**config.mk**
```make
export PLATFORM = sky130hd
export DESIGN_NAME = vga_timing_gen
export DESIGN_NICKNAME = d
export VERILOG_FILES = /design/src/rtl/vga_timing_gen.sv
export SDC_FILE = /design/constraint.sdc
export NUM_CORES = 1
export LEC_CHECK = 0
export CAP_MARGIN = 25
export CORE_ASPECT_RATIO = 0.9
export CORE_MARGIN = 5
export CORE_UTILIZATION = 45
export CTS_BUF_LIST = sky130_fd_sc_hd__clkbuf_8 sky130_fd_sc_hd__clkbuf_16
export CTS_CLUSTER_DIAMETER = 60
export CTS_CLUSTER_SIZE = 25
export DETAILED_ROUTE_END_ITERATION = 10
export PLACE_DENSITY = 0.67
export SETUP_SLACK_MARGIN = 0.02
export SLEW_MARGIN = 20
export SYNTH_ARGS = -nofsm -noshare
export SYNTH_HDL_FRONTEND = slang
export SYNTH_SLANG_ARGS = --single-unit
export TNS_END_PERCENT = 30
```
**constraint.sdc**
```tcl
create_clock -name clk -period 2.4 [get_ports clk]
set_input_delay 0.24 -clock clk [delete_from_list [all_inputs] [get_ports clk]]
set_output_delay 0.24 -clock clk [all_outputs]
set_load 0.1 [all_outputs]
```
**src/rtl/vga_timing_gen.sv**
```systemverilog
// rtl/vga_timing_gen.sv - parametrised raster timing generator
// Counters, sync/blank decode, pixel-enable pacing, frame-boundary stop and sync delay.
module vga_timing_gen #(
  parameter int H_ACTIVE  = 1024,
  parameter int H_FP      = 24,
  parameter int H_SYNC    = 136,
  parameter int H_BP      = 160,
  parameter int V_ACTIVE  = 768,
  parameter int V_FP      = 3,
  parameter int V_SYNC    = 6,
  parameter int V_BP      = 29,
  parameter int HSYNC_POL = 0,
  parameter int VSYNC_POL = 0,
  parameter int SYNC_DLY  = 0,
  parameter int X_W       = 11,
  parameter int Y_W       = 10
) (
  input  logic           clk,
  input  logic           reset,
  input  logic           pix_en,
  input  logic           run,
  output logic [X_W-1:0] pixel_x,
  output logic [Y_W-1:0] pixel_y,
  output logic           hsync,
  output logic           vsync,
  output logic           video_on,
  output logic           line_start,
  output logic           frame_start,
  output logic           busy
);

  localparam int H_TOTAL = H_ACTIVE + H_FP + H_SYNC + H_BP;
  localparam int V_TOTAL = V_ACTIVE + V_FP + V_SYNC + V_BP;

  localparam logic [X_W-1:0] H_LAST = X_W'(H_TOTAL - 1);
  localparam logic [Y_W-1:0] V_LAST = Y_W'(V_TOTAL - 1);

  localparam logic [31:0] H_ACT_END = 32'(H_ACTIVE);
  localparam logic [31:0] HS_START  = 32'(H_ACTIVE + H_FP);
  localparam logic [31:0] HS_END    = 32'(H_ACTIVE + H_FP + H_SYNC);
  localparam logic [31:0] V_ACT_END = 32'(V_ACTIVE);
  localparam logic [31:0] VS_START  = 32'(V_ACTIVE + V_FP);
  localparam logic [31:0] VS_END    = 32'(V_ACTIVE + V_FP + V_SYNC);

  localparam logic [1:0] ST_IDLE = 2'd0;
  localparam logic [1:0] ST_RUN  = 2'd1;
  localparam logic [1:0] ST_STOP = 2'd2;

  if (2**X_W < H_TOTAL) begin : g_xw_check
    $error("vga_timing_gen: X_W too narrow for H_TOTAL");
  end
  if (2**Y_W < V_TOTAL) begin : g_yw_check
    $error("vga_timing_gen: Y_W too narrow for V_TOTAL");
  end
  if (SYNC_DLY < 0 || SYNC_DLY > 7) begin : g_dly_check
    $error("vga_timing_gen: SYNC_DLY must be 0..7");
  end

  logic [1:0]     state;
  logic [1:0]     state_nxt;
  logic [X_W-1:0] h_cnt;
  logic [Y_W-1:0] v_cnt;
  logic [31:0]    h_ext;
  logic [31:0]    v_ext;
  logic           at_last;
  logic           hs_act;
  logic           vs_act;
  logic           vid_act;

  // Each stage holds active-high {hsync, vsync, video_on}; stage 0 is aligned with pixel_x/pixel_y.
  logic [2:0]     pipe [0:SYNC_DLY];

  assign h_ext   = 32'(h_cnt);
  assign v_ext   = 32'(v_cnt);
  assign at_last = (h_cnt == H_LAST) && (v_cnt == V_LAST);
  assign hs_act  = (h_ext >= HS_START) && (h_ext < HS_END);
  assign vs_act  = (v_ext >= VS_START) && (v_ext < VS_END);
  assign vid_act = (h_ext < H_ACT_END) && (v_ext < V_ACT_END);

  // Stopping only takes effect on the tick that emits the last pixel of the frame.
  always_comb begin
    state_nxt = state;
    case (state)
      ST_IDLE: if (run) state_nxt = ST_RUN;
      ST_RUN:  if (!run) state_nxt = (pix_en && at_last) ? ST_IDLE : ST_STOP;
      ST_STOP: begin
        if (run)                    state_nxt = ST_RUN;
        else if (pix_en && at_last) state_nxt = ST_IDLE;
      end
      default: state_nxt = ST_IDLE;
    endcase
  end

  always_ff @(posedge clk or negedge reset) begin
    if (!reset) begin
      state       <= ST_IDLE;
      h_cnt       <= '0;
      v_cnt       <= '0;
      pixel_x     <= '0;
      pixel_y     <= '0;
      line_start  <= 1'b0;
      frame_start <= 1'b0;
      for (int i = 0; i <= SYNC_DLY; i++) pipe[i] <= 3'b000;
    end else begin
      state       <= state_nxt;
      line_start  <= 1'b0;
      frame_start <= 1'b0;
      if (pix_en) begin
        if (state == ST_RUN || state == ST_STOP) begin
          pixel_x     <= h_cnt;
          pixel_y     <= v_cnt;
          line_start  <= (h_cnt == '0);
          frame_start <= (h_cnt == '0) && (v_cnt == '0);
          pipe[0]     <= {hs_act, vs_act, vid_act};
          for (int i = 1; i <= SYNC_DLY; i++) pipe[i] <= pipe[i-1];
          if (h_cnt == H_LAST) begin
            h_cnt <= '0;
            v_cnt <= (v_cnt == V_LAST) ? '0 : v_cnt + 1'b1;
          end else begin
            h_cnt <= h_cnt + 1'b1;
          end
        end else begin
          // First idle tick returns every output to its reset value.
          h_cnt   <= '0;
          v_cnt   <= '0;
          pixel_x <= '0;
          pixel_y <= '0;
          for (int i = 0; i <= SYNC_DLY; i++) pipe[i] <= 3'b000;
        end
      end
    end
  end

  assign hsync    = (HSYNC_POL != 0) ? pipe[SYNC_DLY][2] : ~pipe[SYNC_DLY][2];
  assign vsync    = (VSYNC_POL != 0) ? pipe[SYNC_DLY][1] : ~pipe[SYNC_DLY][1];
  assign video_on = pipe[SYNC_DLY][0];
  assign busy     = (state != ST_IDLE);

endmodule

```
; Word-level counts from Yosys, hierarchy flattened
; Index checks and enable logic that the tools add are counted.
[totals]
register_bits = 49
inputBits = 4
out_inout_bits = 27
word_cells = 57
[op_classes]
add_sub_neg = 2
magnitude_cmp = 6
n_eq_ne = 8
mux = 18
bitwise = 2
reduce_logical = 13
[op_table]
columns = op, n
row1 = $mux W10, 4
row2 = $mux W11, 3
row3 = $lt A11 B11 Y1 const B, 2
row4 = $lt A10 B10 Y1 const B, 2
row5 = $add A11 B1 Y11 const B, 1
row6 = $eq A11 B11 Y1 const B, 1
row7 = $ge A11 B11 Y1 const B, 1
row8 = $logic_not A11 Y1, 1
row9 = $add A10 B1 Y10 const B, 1
row10 = $eq A10 B10 Y1 const B, 1
row11 = $ge A10 B10 Y1 const B, 1
row12 = $logic_not A10 Y1, 1
row13 = $mux W2, 5
row14 = $logic_and A1 B1 Y1, 6
row15 = $ne A2 B2 Y1 const B, 3
row16 = $pmux W2 S3, 1
row17 = $mux W1, 4
row18 = $mux W3, 1
row19 = $ne A3 B3 Y1 const B, 1
row20 = $reduce_and A3 Y1, 1
row21 = $eq A2 B1 Y1 const B, 1
row22 = $eq A2 B2 Y1 const B, 1
row23 = $logic_not A2 Y1, 1
row24 = $not A1 Y1, 2
row25 = other kinds (3), 3

; Depth between registers and ports, before layout
[logic_depth]
depth_word = 6
ltp_mapped = 8

; Worst setup path before layout
; OpenSTA, ideal clock, no wires.
[synth_path]
kind = reg2reg
start = reg state[1]
end = reg v_cnt[8]
arrival_ns = 1.981
required_ns = 2.321
slack_ns = 0.340
path_stages_with_launch = 8
cell_sequence = dfrtp_1 inv_1 ha_1 clkbuf_1 nand2_1 nor4_1 a31oi_1 mux2i_1
[synth_via]
elab_chain_cells = 4
elab_cells_between_ends = 6
[synth_rtl]
columns = item, line
row1 = from (decl), 59  ; logic [1:0] state;
row2 = from (signal assigned), 105  ; state <= state_nxt;
row3 = $eq A2 B1 Y1 or $eq A2 B2 Y1 (tied branches), 109  ; if (state == ST_RUN || state == ST_STOP) begin
row4 = $logic_or A1 B1 Y1 (*), 109
row5 = $ne A2 B2 Y1 (no source line), -
row6 = $reduce_and A2 Y1 (no source line), -
row7 = to (signal assigned), 118  ; v_cnt <= (v_cnt == V_LAST) ? '0 : v_cnt + 1'b1;
row8 = to (decl), 62  ; logic [Y_W-1:0] v_cnt;
; Every way passes the cells marked *; elsewhere a longest branch is shown, timed or not.
; A chain may end at the register's enable or synchronous reset.

; Final worst setup path
[layout_path]
start = reg v_cnt[4]
end = reg state[0]
[layout_via]
elab_chain_cells = 5
[layout_rtl]
columns = item, line
row1 = $eq A10 B10 Y1, 75  ; assign at_last = (h_cnt == H_LAST) && (v_cnt == V_LAST);
row2 = $logic_and A1 B1 Y1, 75
row3 = $logic_and A1 B1 Y1, 88  ; else if (pix_en && at_last) state_nxt = ST_IDLE;
row4 = $ne A3 B3 Y1 (no source line), -
row5 = $reduce_and A3 Y1 (no source line), -
; No other way between the ends.

==> flow_summary_export.csv <==
group,metric,value,unit
critical_path,cp.arrival,2.36,ns
cts,clkLatencyLatePin,0.30,ns
placement,pre_cts_ws,0.252,ns
cells_and_area,nNetsFinal,322,
pwr,leakage,0.00131,uW
pwr,intPower,1630,uW
logic_synthesis,ys.flop_type,"dfrtp_1",
cts,cts_sinks,49,
critical_path,cpMaxStageDelayCell,"or3_1",
sta,finalCritPeriodShare,90.2,%
placement,io_buffers,30,
cts,cts_resized,0,
logic_synthesis,syn_area,0.00256,mm2
logic_synthesis,synthMuxAreaShare,1.61,%
logic_synthesis,async_flop_share,100,%
logic_synthesis,avgSynthCellArea,9.19,um2
drt,drt_wl_total,5850,um
drt,drc,0,
logic_synthesis,synth-seq-area-share,47.8,%
sta,min_period,2.16,ns
logic_synthesis,ys_seq_elements,49,
global_route,antenna_found_initial,0,
floorplanning,ios,31,
pwr,vdd_drop_max,0.620,mV
global_route,overflow,0,
pwr,seq_power_share,34.7,%
logic_synthesis,synth-edff-count,0,
drt,firstDrtPassIters,5,
floorplanning,start_util,45.8,%
critical_path,crit_path_start_kind,"flip-flop",
global_route,grtUsageTotal,17.8,%
drt,dr_total_vias,2130,
critical_path,max_stage_delay,0.51,ns
logic_synthesis,yosys.area_share.simple,22.3,%
critical_path,critical_path_class,"flip-flop to flip-flop",
cts,clockBufferDepth,2,
cells_and_area,antenna_cells,0,
sta,setup_tns,0,ns
critical_path,reg2reg_from,"v_cnt[4]",
floorplanning,core.rowCount,26,
cts,clock-root-buffer,"clkbuf_8",
cts,post-cts-setup-buffer-count,0,
pwr,power.density,982,mW/mm2
sta,fin_ws,0.235,ns
critical_path,r2r_slack,0.24,ns
pwr,p_comb_share,44.3,%
pwr,p_switching,1320,uW
min_path,hold_class,"primary input to asynchronous set/reset pin",
global_route,grt_max_degree,50,
logic_synthesis,synth_adder_area_share,4.88,%
cts,ctsHoldBuffers,0,
sta,slew_viol_final,0,
logic_synthesis,yosysUniqueCellTypes,45,
status,status,"completed",
pwr,p_total,2960,uW
logic_synthesis,synth_compound_area_share,14.7,%
sta,setup_violations,0,
sta,slew_headroom,53.1,%
cells_and_area,nFillCells,530,
critical_path,timing.rr.end,"state[0]",
logic_synthesis,syn_nets,293,
drt,drt_iter0_drc,321,
cts,cts_made_buffers,5,
sta,worstMarginPinSlew,0.697,ns
cells_and_area,drive_gt1_share,16.2,%
placement,dp_hpwl,4150,um
floorplanning,die-area,0.00731,mm2
cells_and_area,area_growth,17.5,%
logic_synthesis,synth_xor_area_share,1.37,%
critical_path,cp_cell_sequence,"or3_4 -> or3_1 -> or3b_1 -> o31a_1",
logic_synthesis,synth_top_family_by_area,"simple AND/OR/NAND/NOR gates",
sta,fin_worst_skew,0.00586,ns
run,maxCapViolations,0,
floorplanning,core_area,0.00560,mm2
floorplanning,die_x,89.6,um
critical_path,end_kind,"flip-flop",
cts,clk_pin_slew,0.09,ns
logic_synthesis,synth_cells,279,
logic_synthesis,yosys_warnings,0,
pwr,p_clk_share,21.0,%
pwr,p_sw_share,44.7,%
global_route,grt_pass1_wl,10200,um
placement,place.gp.congestion,0.870,
critical_path,crit_fanout,8,
floorplanning,die_y,81.6,um
drt,viasPerCell,5.62,
sta,final_hold_viol_count,0,
cts,cts.htree.levels,2,
cts,cts_tree,"yes",
drt,ant_nets,0,
sta,fmax,0.462,GHz
sta,rsz0062_at_grt,"false",
critical_path,ff2ff_path_depth,4,
global_route,grt_pass1_vias,2035,
critical_path,cp.required,2.59,ns
drt,wire_per_inst,15.4,um
-- metrics by stage --
| stage | utilization (%) | cell area, um2 | cells | hold slack, ns |
|---|---|---|---|---|
| final | 53.8 | 3010 | 379 | 0.0299 |
| after global routing | 53.8 | 3010 | 379 | 0.0915 |
| after CTS | 53.8 | 3010 | 379 | 0.0616 |
| after floorplan | - | 2560 | 279 | -0.0556 |
| after detailed placement | 51.7 | 2890 | 371 | 0.392 |
| after global placement | 51.7 | 2890 | 371 | 0.390 |
-- cell usage after synthesis, types with 2 or more instances --
library cell / count / area [um2]
dfrtp_1: 49 / 1230
nand3_1: 31 / 155
inv_1: 30 / 113
o21ai_0: 29 / 145
clkbuf_1: 18 / 67.6
nand2_1: 15 / 56.3
nor2_1: 12 / 45.0
ha_1: 10 / 125
nor3_1: 8 / 40.0
o2bb2ai_1: 8 / 70.1
nor4_1: 6 / 37.5
a21oi_1: 5 / 25.0
nand2b_1: 4 / 25.0
or3_1: 4 / 25.0
xnor2_1: 4 / 35.0
and3_1: 3 / 18.8
mux2i_1: 3 / 30.0
nor4b_1: 3 / 26.3
o31ai_1: 3 / 22.5
a22o_1: 2 / 17.5
a31oi_1: 2 / 12.5
and4b_1: 2 / 20.0
nand3b_1: 2 / 15.0
nand4_1: 2 / 12.5
nand4b_1: 2 / 17.5
nor2b_1: 2 / 12.5
o22ai_1: 2 / 12.5
-- registers in the layout, summed over array words and instances (netlist names) --
signal,flops
h_cnt,11
pixel_x,11
pixel_y,10
v_cnt,10
pipe,3
state,2
frame_start,1
line_start,1
-- per-layer routing --
metal  global-route usage (%)  wire [um]  vias up
met4                     5.51         46        0
met2                     25.2       2510       76
met3                     3.01        409        2
met5                        0          0        -
li1                         -          -     1046
met1                     27.4       2890     1006
-- critical path, delay by kind of cell, from the launching register on --
| family | cells | cell delay (ns) |
|---|---|---|
| AND/OR/NAND/NOR | 3 | 1.36 |
| AO/OA/AOI/OAI | 1 | 0.25 |
| flip-flops | 1 | 0.45 |
-- cell type report --
class / count / area [um2] / share of cell area [%]
Sequential cell: 49 / 1230 / 40.7
Multi-Input combinational cell: 180 / 1150 / 38.1
Timing Repair Buffer: 42 / 318 / 10.5
Inverter: 30 / 113 / 3.74
Tap cell: 70 / 87.6 / 2.91
Clock buffer: 6 / 82.6 / 2.74
Clock inverter: 2 / 37.5 / 1.25
-- kinds of logic (layout without fill, tap and decap cells) --
family	Yosys count	in the layout
simple gates	103	103
compound gates	59	59
buf+inv	50	80
flops	49	49
fa+ha+maj	10	10
xor+xnor	4	4
mux	4	4
-- power by group through the flow --
stage,Clock (uW),Sequential [uW],Combinational [uW]
3_3_place_gp,0,1040,1300
2_1_floorplan,0,1350,638
3_5_place_dp,0,1040,1310
6_report,622,1030,1310
5_1_grt,677,1040,1410
4_1_cts,637,1020,1320
-- worst max-delay path by stage --
stage,startpoint,endpoint,slack [ns],cells past startpoint
CTS,v_cnt[4],state[0],0.23,4
detailed placement,v_cnt[4],state[0],0.25,4
finish,v_cnt[4],state[0],0.24,4
floorplan,state[1],v_cnt[8],0.34,7
global route,v_cnt[4],state[0],0.18,4
global placement,v_cnt[4],state[0],0.30,4
-- cells in the final DEF (no fill, tap or decap), types with 2 or more instances in the layout --
cell type	Yosys	routed
nor2_1	12	12
nand3_1	31	31
a31oi_1	2	2
dfrtp_1	49	49
nor4_1	6	6
and4b_1	2	2
xnor2_1	4	4
and3_1	3	3
clkbuf_8	0	6
o21ai_0	29	29
nand2b_1	4	4
a21oi_1	5	5
o2bb2ai_1	8	8
nor2b_1	2	2
nand4_1	2	2
nand3b_1	2	2
a22o_1	2	2
buf_4	0	39
nand4b_1	2	2
nand2_1	15	15
mux2i_1	3	3
clkdlybuf4s50_1	0	2
nor3_1	8	8
inv_1	30	30
nor4b_1	3	3
ha_1	10	10
or3_1	4	4
o22ai_1	2	2
o31ai_1	3	3
Power figures use the tool's default switching activity.
